<file path="src/rtl/serial_subtract_ctrl.sv">
// Bit-serial WIDTH-bit unsigned subtractor (a - b), one bit per clock, LSB first.
// A full subtractor built from two half_subtractor cells processes one bit per RUN cycle.

module half_subtractor (
    input  logic x,
    input  logic y,
    output logic d,
    output logic b
);

    assign d = x ^ y;
    assign b = ~x & y;

endmodule

module serial_subtract_ctrl #(
    parameter int WIDTH = 8
) (
    input  logic             clk,
    input  logic             rst,
    input  logic             start,
    input  logic [WIDTH-1:0] a,
    input  logic [WIDTH-1:0] b,
    output logic             busy,
    output logic             done,
    output logic [WIDTH-1:0] diff,
    output logic             borrow_out
);

    localparam int CNT_W = (WIDTH > 2) ? $clog2(WIDTH) : 1;

    localparam logic [1:0] ST_IDLE = 2'd0;
    localparam logic [1:0] ST_RUN  = 2'd1;
    localparam logic [1:0] ST_DONE = 2'd2;

    logic [1:0]       state_r;
    logic [WIDTH-1:0] sa_r;
    logic [WIDTH-1:0] sb_r;
    logic [WIDTH-1:0] sr_r;
    logic             bf_r;
    logic [CNT_W-1:0] cnt_r;

    logic             d1_s;
    logic             b1_s;
    logic             d_s;
    logic             b2_s;
    logic             bout_s;
    logic             last_s;
    logic [WIDTH-1:0] sr_next_s;

    // First half stage: x - y; second half stage subtracts the incoming borrow.
    half_subtractor u_hs_xy (
        .x (sa_r[0]),
        .y (sb_r[0]),
        .d (d1_s),
        .b (b1_s)
    );

    half_subtractor u_hs_bin (
        .x (d1_s),
        .y (bf_r),
        .d (d_s),
        .b (b2_s)
    );

    // Combine the cell borrows and form the next result and last-bit flag.
    always_comb begin
        bout_s    = b1_s | b2_s;
        sr_next_s = {d_s, sr_r[WIDTH-1:1]};
        if (cnt_r == CNT_W'(WIDTH - 1)) begin
            last_s = 1'b1;
        end else begin
            last_s = 1'b0;
        end
    end

    // Sequencer FSM, operand/result shift registers and registered outputs.
    always_ff @(posedge clk) begin
        if (rst) begin
            state_r    <= ST_IDLE;
            busy       <= 1'b0;
            done       <= 1'b0;
            diff       <= {WIDTH{1'b0}};
            borrow_out <= 1'b0;
            sa_r       <= {WIDTH{1'b0}};
            sb_r       <= {WIDTH{1'b0}};
            sr_r       <= {WIDTH{1'b0}};
            bf_r       <= 1'b0;
            cnt_r      <= {CNT_W{1'b0}};
        end else begin
            case (state_r)
                ST_IDLE: begin
                    done <= 1'b0;
                    if (start) begin
                        sa_r    <= a;
                        sb_r    <= b;
                        sr_r    <= {WIDTH{1'b0}};
                        bf_r    <= 1'b0;
                        cnt_r   <= {CNT_W{1'b0}};
                        busy    <= 1'b1;
                        state_r <= ST_RUN;
                    end else begin
                        busy <= 1'b0;
                    end
                end
                ST_RUN: begin
                    sa_r <= {1'b0, sa_r[WIDTH-1:1]};
                    sb_r <= {1'b0, sb_r[WIDTH-1:1]};
                    bf_r <= bout_s;
                    sr_r <= sr_next_s;
                    // The final bit is folded straight into diff/borrow_out on the DONE entry edge.
                    if (last_s) begin
                        state_r    <= ST_DONE;
                        done       <= 1'b1;
                        diff       <= sr_next_s;
                        borrow_out <= bout_s;
                    end else begin
                        cnt_r <= cnt_r + CNT_W'(1);
                    end
                end
                ST_DONE: begin
                    done    <= 1'b0;
                    busy    <= 1'b0;
                    state_r <= ST_IDLE;
                end
                default: begin
                    done    <= 1'b0;
                    busy    <= 1'b0;
                    state_r <= ST_IDLE;
                end
            endcase
        end
    end

endmodule

</file>
<file path="config.mk">
export PLATFORM = sky130hd
export DESIGN_NAME = serial_subtract_ctrl
export DESIGN_NICKNAME = d
export VERILOG_FILES = /design/src/rtl/serial_subtract_ctrl.sv
export SDC_FILE = /design/constraint.sdc
export NUM_CORES = 1
export LEC_CHECK = 0
export CAP_MARGIN = 20
export CORE_ASPECT_RATIO = 0.75
export CORE_MARGIN = 5
export CORE_UTILIZATION = 46
export DETAILED_ROUTE_END_ITERATION = 6
export PLACE_DENSITY = 0.74
export SLEW_MARGIN = 20
export SYNTH_ARGS = -nofsm -noshare
export SYNTH_HDL_FRONTEND = slang
export SYNTH_SLANG_ARGS = --single-unit
</file>
<file path="constraint.sdc">
create_clock -name clk -period 1.1 [get_ports clk]
set_input_delay 0.275 -clock clk [delete_from_list [all_inputs] [get_ports clk]]
set_output_delay 0.275 -clock clk [all_outputs]
set_load 0.01 [all_outputs]
</file>
==> impl_results.md, run 1 <==
* Die extent in y at 62.7 um
* R2r setup slk at -0.11 ns
* Crit-path leading delay family: adder cells
* Setup CP Type: reg -> reg
* Fmax at 0.827 GHz
* R2R Path End: diff[7]$_SDFFE_PP0P_
* Worst skew pair latency at 0.30 ns
* Avg Cell Area, Syn at 9.57 um^2
* Antenna violations before repair at 0
* Clock Skews at 0.0109 ns
* WL/cell at 15.3 um
* Drt first-iter violations at 87
* Post-route DRC at 0
* Path depth of the worst reg2reg path at 4
* Fin area at 2530 um^2
* Sequential share of the synthesized area at 47.0%
* Port bufs at 29
* Crit start category: flop
* Routed WL at 4240 um
* Slew Limit Headroom at 83.5%
* Synth Net Count at 201
* Yosys warning total at 0
* Root buffer selected by CTS: clkbuf_8
* Pre-antenna DRT Iters at 4
* Number of global-route vias before repair at 1472
* First-pass GRT wire length at 6580 um
* CP arrival at 1.45 ns
* Hold Vio Cnt, Final at 0
* Clk slew on worst S/H paths at 0.09 ns
* Crit path cell chain: inv_2 -> fa_2 -> nand3_2 -> a21oi_2
* ANT cells at 0
* Worst Path Max Fanout at 2
* Final setup viols at 26
* Leak pwr at 0.000944 uW
* Area Overhead vs Synth at 48.9%
* Syn Std Cell Area at 1700 um^2
* Largest net degree at the start of global routing at 41
* Mapped Cells at 178
* Max-cap violations at 0
* Cell Count, Final, Fillers Out at 277
* Floorplan die width at 80.3 um
* Setup TNS at -1.20 ns
* Fin. max-slew vios at 0
* Setup crit end kind: flop
* Slew @ Worst Pin at 0.246 ns
* Yosys reg bits at 40
* Worst min path class: reg -> reg
* VDD IR-drop max at 736 uV
* Bufs and invs on worst path at 1
* Initial Util at 47.1%
* Cell area power density at 1300 nW/um^2
* Core area at 3610 um^2
* Cell Area, Placed at 2210 um^2
* Cell Rows at 19
* WP depth at 4
* Worst r2r src: bf_r$_SDFFE_PP0P_
* Max Root-Sink Buffers at 2
* Antenna-violating nets left at 0
* Gpl congestion at 0.747
* Slowest-stage cell, CP: fa_2
* Via count at 1471
* Crit-path max cell delay at 0.59 ns
* Min Tclk post-route at 1.21 ns
* TritonCTS buffer count at 5
* RSZ-0062 raised after global routing: yes
* Setup ws final at -0.109 ns
* Outcome: finished with violations
* Post-CTS Hold Fix Bufs at 0
* Library cells used by synthesis at 29
* DP HPWL at 2510 um
* Vias/cell at 5.31
* Violated checks: negative setup slack
* Critical path origin: bf_r$_SDFFE_PP0P_
* Share of cells above drive strength 1 at 48.0%
* Nets at 247
* Crit path capture: diff[7]$_SDFFE_PP0P_
* All-layer global routing usage at 16.7%
* CTS tree: done
* Number of H-tree levels at 2
* GRT Residual Overflow at 0
* CTS Sinks at 40
* Die ar. at 5030 um^2
* IO Pins at 30
* CP required at 1.34 ns
* Final period utilization at 110%
* Placed Cells at 264
## metrics by stage
stage / hold slack, ns / power, uW / utilization (%) / worst slack (ns)
5_1_grt: 0.485 / 3420 / 70.2 / -0.147
4_1_cts: 0.463 / 3220 / 65.6 / -0.113
6_report: 0.464 / 3300 / 70.2 / -0.109
3_3_place_gp: 0.455 / 1970 / 61.0 / -0.432
3_5_place_dp: 0.463 / 1990 / 61.0 / -0.521
2_1_floorplan: 0.444 / 1830 / - / -0.0308
## cell usage after synthesis
master | number | area, um^2
a211oi_1 | 8 | 60.1
nor2_1 | 25 | 93.8
a2bb2oi_1 | 1 | 8.76
nand2b_1 | 1 | 6.26
buf_2 | 4 | 20.0
a211oi_2 | 6 | 75.1
fa_1 | 1 | 20.0
nor2b_1 | 2 | 12.5
nand3b_1 | 1 | 7.51
a31oi_1 | 3 | 18.8
buf_6 | 3 | 33.8
a21oi_1 | 12 | 60.1
mux2i_1 | 15 | 150
buf_4 | 3 | 22.5
dfxtp_1 | 40 | 801
o21ba_1 | 1 | 10.0
nand4bb_1 | 2 | 22.5
ha_1 | 3 | 37.5
nand2_1 | 11 | 41.3
clkbuf_1 | 4 | 15.0
a22oi_1 | 7 | 52.6
o21ai_0 | 2 | 10.0
nand3_1 | 12 | 60.1
o21bai_2 | 1 | 11.3
nor3_1 | 4 | 20.0
a311oi_1 | 1 | 8.76
inv_1 | 3 | 11.3
nor4b_1 | 1 | 8.76
buf_1 | 1 | 3.75
## power breakdown
| part | internal (uW) | switching (uW) | total (uW) |
|---|---|---|---|
| Clock | 684 | 558 | 1240 |
| Combinational | 277 | 228 | 504 |
| Sequential | 1510 | 48.7 | 1560 |
| Total | 2470 | 834 | 3300 |
## repair_timing
action	in CTS	in global routing
pin swaps	11	17
gates resized for setup	72	33
cloned	1	1
buffers inserted	1	2
setup endpoints to repair	45	36
## worst register-to-register path, stage by stage (launching register included)
cell     delay, ns
dfxtp_2       0.34
inv_2         0.04
fa_2          0.59
nand3_2       0.07
a21oi_2       0.11
## cells by family (layout without fill, tap and decap cells)
group | count (synthesis) | count (layout) | share of synthesized area, %
AO/OA/AOI/OAI | 42 | 42 | 18.5
adder cells (fa/ha/maj) | 4 | 4 | 3.38
buffers and inverters | 18 | 65 | 6.24
flip-flops | 40 | 40 | 47.0
multiplexers | 15 | 15 | 8.82
AND/OR/NAND/NOR | 59 | 59 | 16.0
## layer usage
metal  vias to the layer above  part of all wire [%]  global-route usage, %
met4                         0                   2.0                   8.86
met5                         -                     0                      0
met3                         9                   3.2                   5.76
met2                        32                    52                   26.5
li1                        723                     -                      -
met1                       707                    43                   19.5
## cells in the final DEF (no fill, tap or decap), drive strengths merged
cell           count
bufinv             1
ha                 3
clkinvlp           1
inv                4
a21oi             12
a2bb2oi            1
nand2             11
a311oi             1
fa                 1
o21bai             1
nor4b              1
nand3             12
mux2i             15
o21ba              1
nand2b             1
a22oi              7
dlygate4sd2        1
nor3               4
clkdlybuf4s50     17
nand4bb            2
dfxtp             40
a211oi            14
o21ai              2
clkbuf             6
clkdlybuf4s15      1
buf               34
nand3b             1
nor2              25
a31oi              3
nor2b              2
## worst min path at each step
stage / start / to / slack (ns) / cells after the start
after detailed placement: diff[0]$_SDFFE_PP0P_ / diff[0]$_SDFFE_PP0P_ / 0.46 / 2
final: diff[4]$_SDFFE_PP0P_ / diff[4]$_SDFFE_PP0P_ / 0.46 / 2
after floorplan: sr_r[1]$_SDFFE_PP0P_ / diff[0]$_SDFFE_PP0P_ / 0.44 / 2
after global placement: diff[3]$_SDFFE_PP0P_ / diff[3]$_SDFFE_PP0P_ / 0.45 / 2
after CTS: diff[0]$_SDFFE_PP0P_ / diff[0]$_SDFFE_PP0P_ / 0.46 / 2
after global routing: diff[4]$_SDFFE_PP0P_ / diff[4]$_SDFFE_PP0P_ / 0.49 / 2
## sequential cells by signal, indices dropped and copies added, names as in the netlist
register and flops:
diff 8, sa_r 8, sb_r 8, sr_r 7
cnt_r 3, state_r 2, bf_r 1, borrow_out 1
busy 1, done 1
## layout make-up
cell class	count	area, um^2
clock inverters	3	46.3
repair buffers	54	518
inverters	3	11.3
multi-input cells	120	998
clock buffers	5	68.8
flip-flops and latches	40	827
well taps	52	65.1
fillers	270	1080
Note: power is estimated with default switching activity, not from simulation.
==> run 2, diff against run 1 <==
--- a/config.mk
+++ b/config.mk
@@ -11,6 +11,7 @@
 export CORE_UTILIZATION = 46
 export DETAILED_ROUTE_END_ITERATION = 6
 export PLACE_DENSITY = 0.74
+export RECOVER_POWER = 100
 export SLEW_MARGIN = 20
 export SYNTH_ARGS = -nofsm -noshare
 export SYNTH_HDL_FRONTEND = slang
==> run 2 against run 1 <==
  * The run still ends with negative setup slack left
  * Register-to-register slack is essentially flat
  * Die area is the same
  * Sequential power is essentially flat
  * Sequential share of layout area shrank 0.055 points
  * Final cell count is the same
  * Clock skew shrank 0.0010 ns
  * First-iteration DRC count shrank 2.3%
  * Critical endpoint unchanged
  * Largest cell class unchanged
  * Highest routed layer unchanged
==> impl_results.md, run 2 (same netlist as run 1, synthesis figures left out) <==
* Outcome: finished with violations
* Violated checks: negative setup slack
* Max Root-Sink Buffers at 2
* First-pass GRT wire length at 6580 um
* Core area at 3610 um^2
* Slowest-stage cell, CP: fa_2
* Pre-antenna DRT Iters at 4
* Floorplan die width at 80.3 um
* Setup crit end kind: flop
* Die extent in y at 62.7 um
* Fin area at 2520 um^2
* Die ar. at 5030 um^2
* Fillers at 275
* Crit path cell chain: inv_2 -> fa_2 -> nand3_2 -> a21oi_2
* Wire length on met3 at 141 um
* GRT Residual Overflow at 0
* Cell Rows at 19
* TritonCTS buffer count at 5
* Final period utilization at 110%
* Total chip power at 3300 uW
* Gpl congestion at 0.747
* CP required at 1.34 ns
* Hold Vio Cnt, Final at 0
* Number of H-tree levels at 2
* Crit-path leading delay family: adder cells
* RSZ-0062 raised after global routing: yes
* Worst min path class: reg -> reg
* Top sig layer: met4
* Initial Util at 47.1%
* Antenna-violating nets left at 0
* Most frequent cells in the layout: dfxtp_1 (29), nor2_1 (17), clkdlybuf4s50_1 (17)
* Leak pwr at 0.000933 uW
* CTS tree: done
* CTS Sinks at 40
* Crit-path max cell delay at 0.59 ns
* Crit start category: flop
* Setup ws final at -0.109 ns
* Max-cap violations at 0
* Cell area power density at 1310 nW/um^2
* Via count at 1477
* Pre-CTS setup slack at -0.521 ns
* Bufs and invs on worst path at 1
* Fmax at 0.827 GHz
* Final setup viols at 28
* Largest registers: diff: 8 flops, sa_r: 8 flops, sb_r: 8 flops
* Largest net degree at the start of global routing at 41
* Drt first-iter violations at 85
* ANT cells at 0
* Routed met1 length at 1780 um
* Min Tclk post-route at 1.21 ns
* CP arrival at 1.45 ns
* All-layer global routing usage at 16.7%
* DR WL met2 at 2180 um
* Slew Limit Headroom at 83.5%
* IO Pins at 30
* DP HPWL at 2510 um
* Cell Area, Placed at 2210 um^2
* Worst skew pair latency at 0.30 ns
* WL/cell at 15.2 um
* Clk slew on worst S/H paths at 0.09 ns
* Post-route DRC at 0
* Nets at 247
* Worst Path Max Fanout at 2
* Root buffer selected by CTS: clkbuf_8
* Vias/cell at 5.33
* Slew @ Worst Pin at 0.246 ns
* Clock Skews at 0.00992 ns
* Share of cells above drive strength 1 at 44.9%
* Setup CP Type: reg -> reg
* Fin. max-slew vios at 0
* Routed WL at 4210 um
* Antenna violations before repair at 0
* Most common cell after layout, fill and taps aside: dfxtp_1
* Port bufs at 29
* Setup TNS at -1.17 ns
* Number of global-route vias before repair at 1472
* Fin util at 69.6%
* Area Overhead vs Synth at 47.8%
* VDD IR-drop max at 736 uV
[run 2: cell types whose count changed in the layout (fill, tap and decap cells not counted), sizes merged]
| cell | previous run | this run |
|---|---|---|
| clkbuf | 6 | 11 |
| buf | 34 | 29 |
[run 2: area by class of cell]
type	instances	area (um^2)	area share, %
Multi-Input combinational cell	120	998	39.7
Sequential cell	40	820	32.6
Timing Repair Buffer	54	507	20.1
Clock buffer	5	68.8	2.73
Tap cell	52	65.1	2.59
Clock inverter	3	46.3	1.84
Inverter	3	11.3	0.448
[run 2: where the power goes]
group	total (uW)	switching, uW	internal [uW]
clock network	1240	556	683
logic	497	226	270
registers	1560	48.3	1510
total	3300	831	2460
[run 2: metrics by stage]
| stage | hold WS [ns] | instances |
|---|---|---|
| finish | 0.466 | 277 |
| detailed placement | 0.463 | 264 |
| floorplan | 0.444 | 178 |
| global route | 0.494 | 277 |
| global placement | 0.455 | 264 |
| CTS | 0.463 | 274 |
[run 2: worst register-to-register path: stages, from the launching register on]
cell and delay [ns]:
dfxtp_2 0.34, inv_2 0.04, fa_2 0.59, nand3_2 0.07, a21oi_2 0.11
[run 2: path summary, 6_finish.rpt]
check        cells after the start                    to  slack (ns)                 start
max                              4  diff[7]$_SDFFE_PP0P_       -0.11     bf_r$_SDFFE_PP0P_
min                              2  diff[0]$_SDFFE_PP0P_        0.47  diff[0]$_SDFFE_PP0P_
max reg2reg                      4  diff[7]$_SDFFE_PP0P_       -0.11     bf_r$_SDFFE_PP0P_
min reg2reg                      2  diff[0]$_SDFFE_PP0P_        0.47  diff[0]$_SDFFE_PP0P_
[run 2: repair_timing]
action                                  in CTS  in global routing
endpoints found under the hold margin        0                  0
gates cloned                                 1                  1
endpoints found under the setup margin      45                 36
pin swaps                                   11                 17
resized for setup                           72                 33
hold buffers                                 0                  0
buffers inserted                             1                  2
[run 2: routing by layer]
metal  vias to the layer above  global-route usage (%)
li1                        721                       -
met1                       713                    19.5
met2                        32                    26.5
met3                        11                    5.76
met4                         0                    8.86
met5                         -                       0
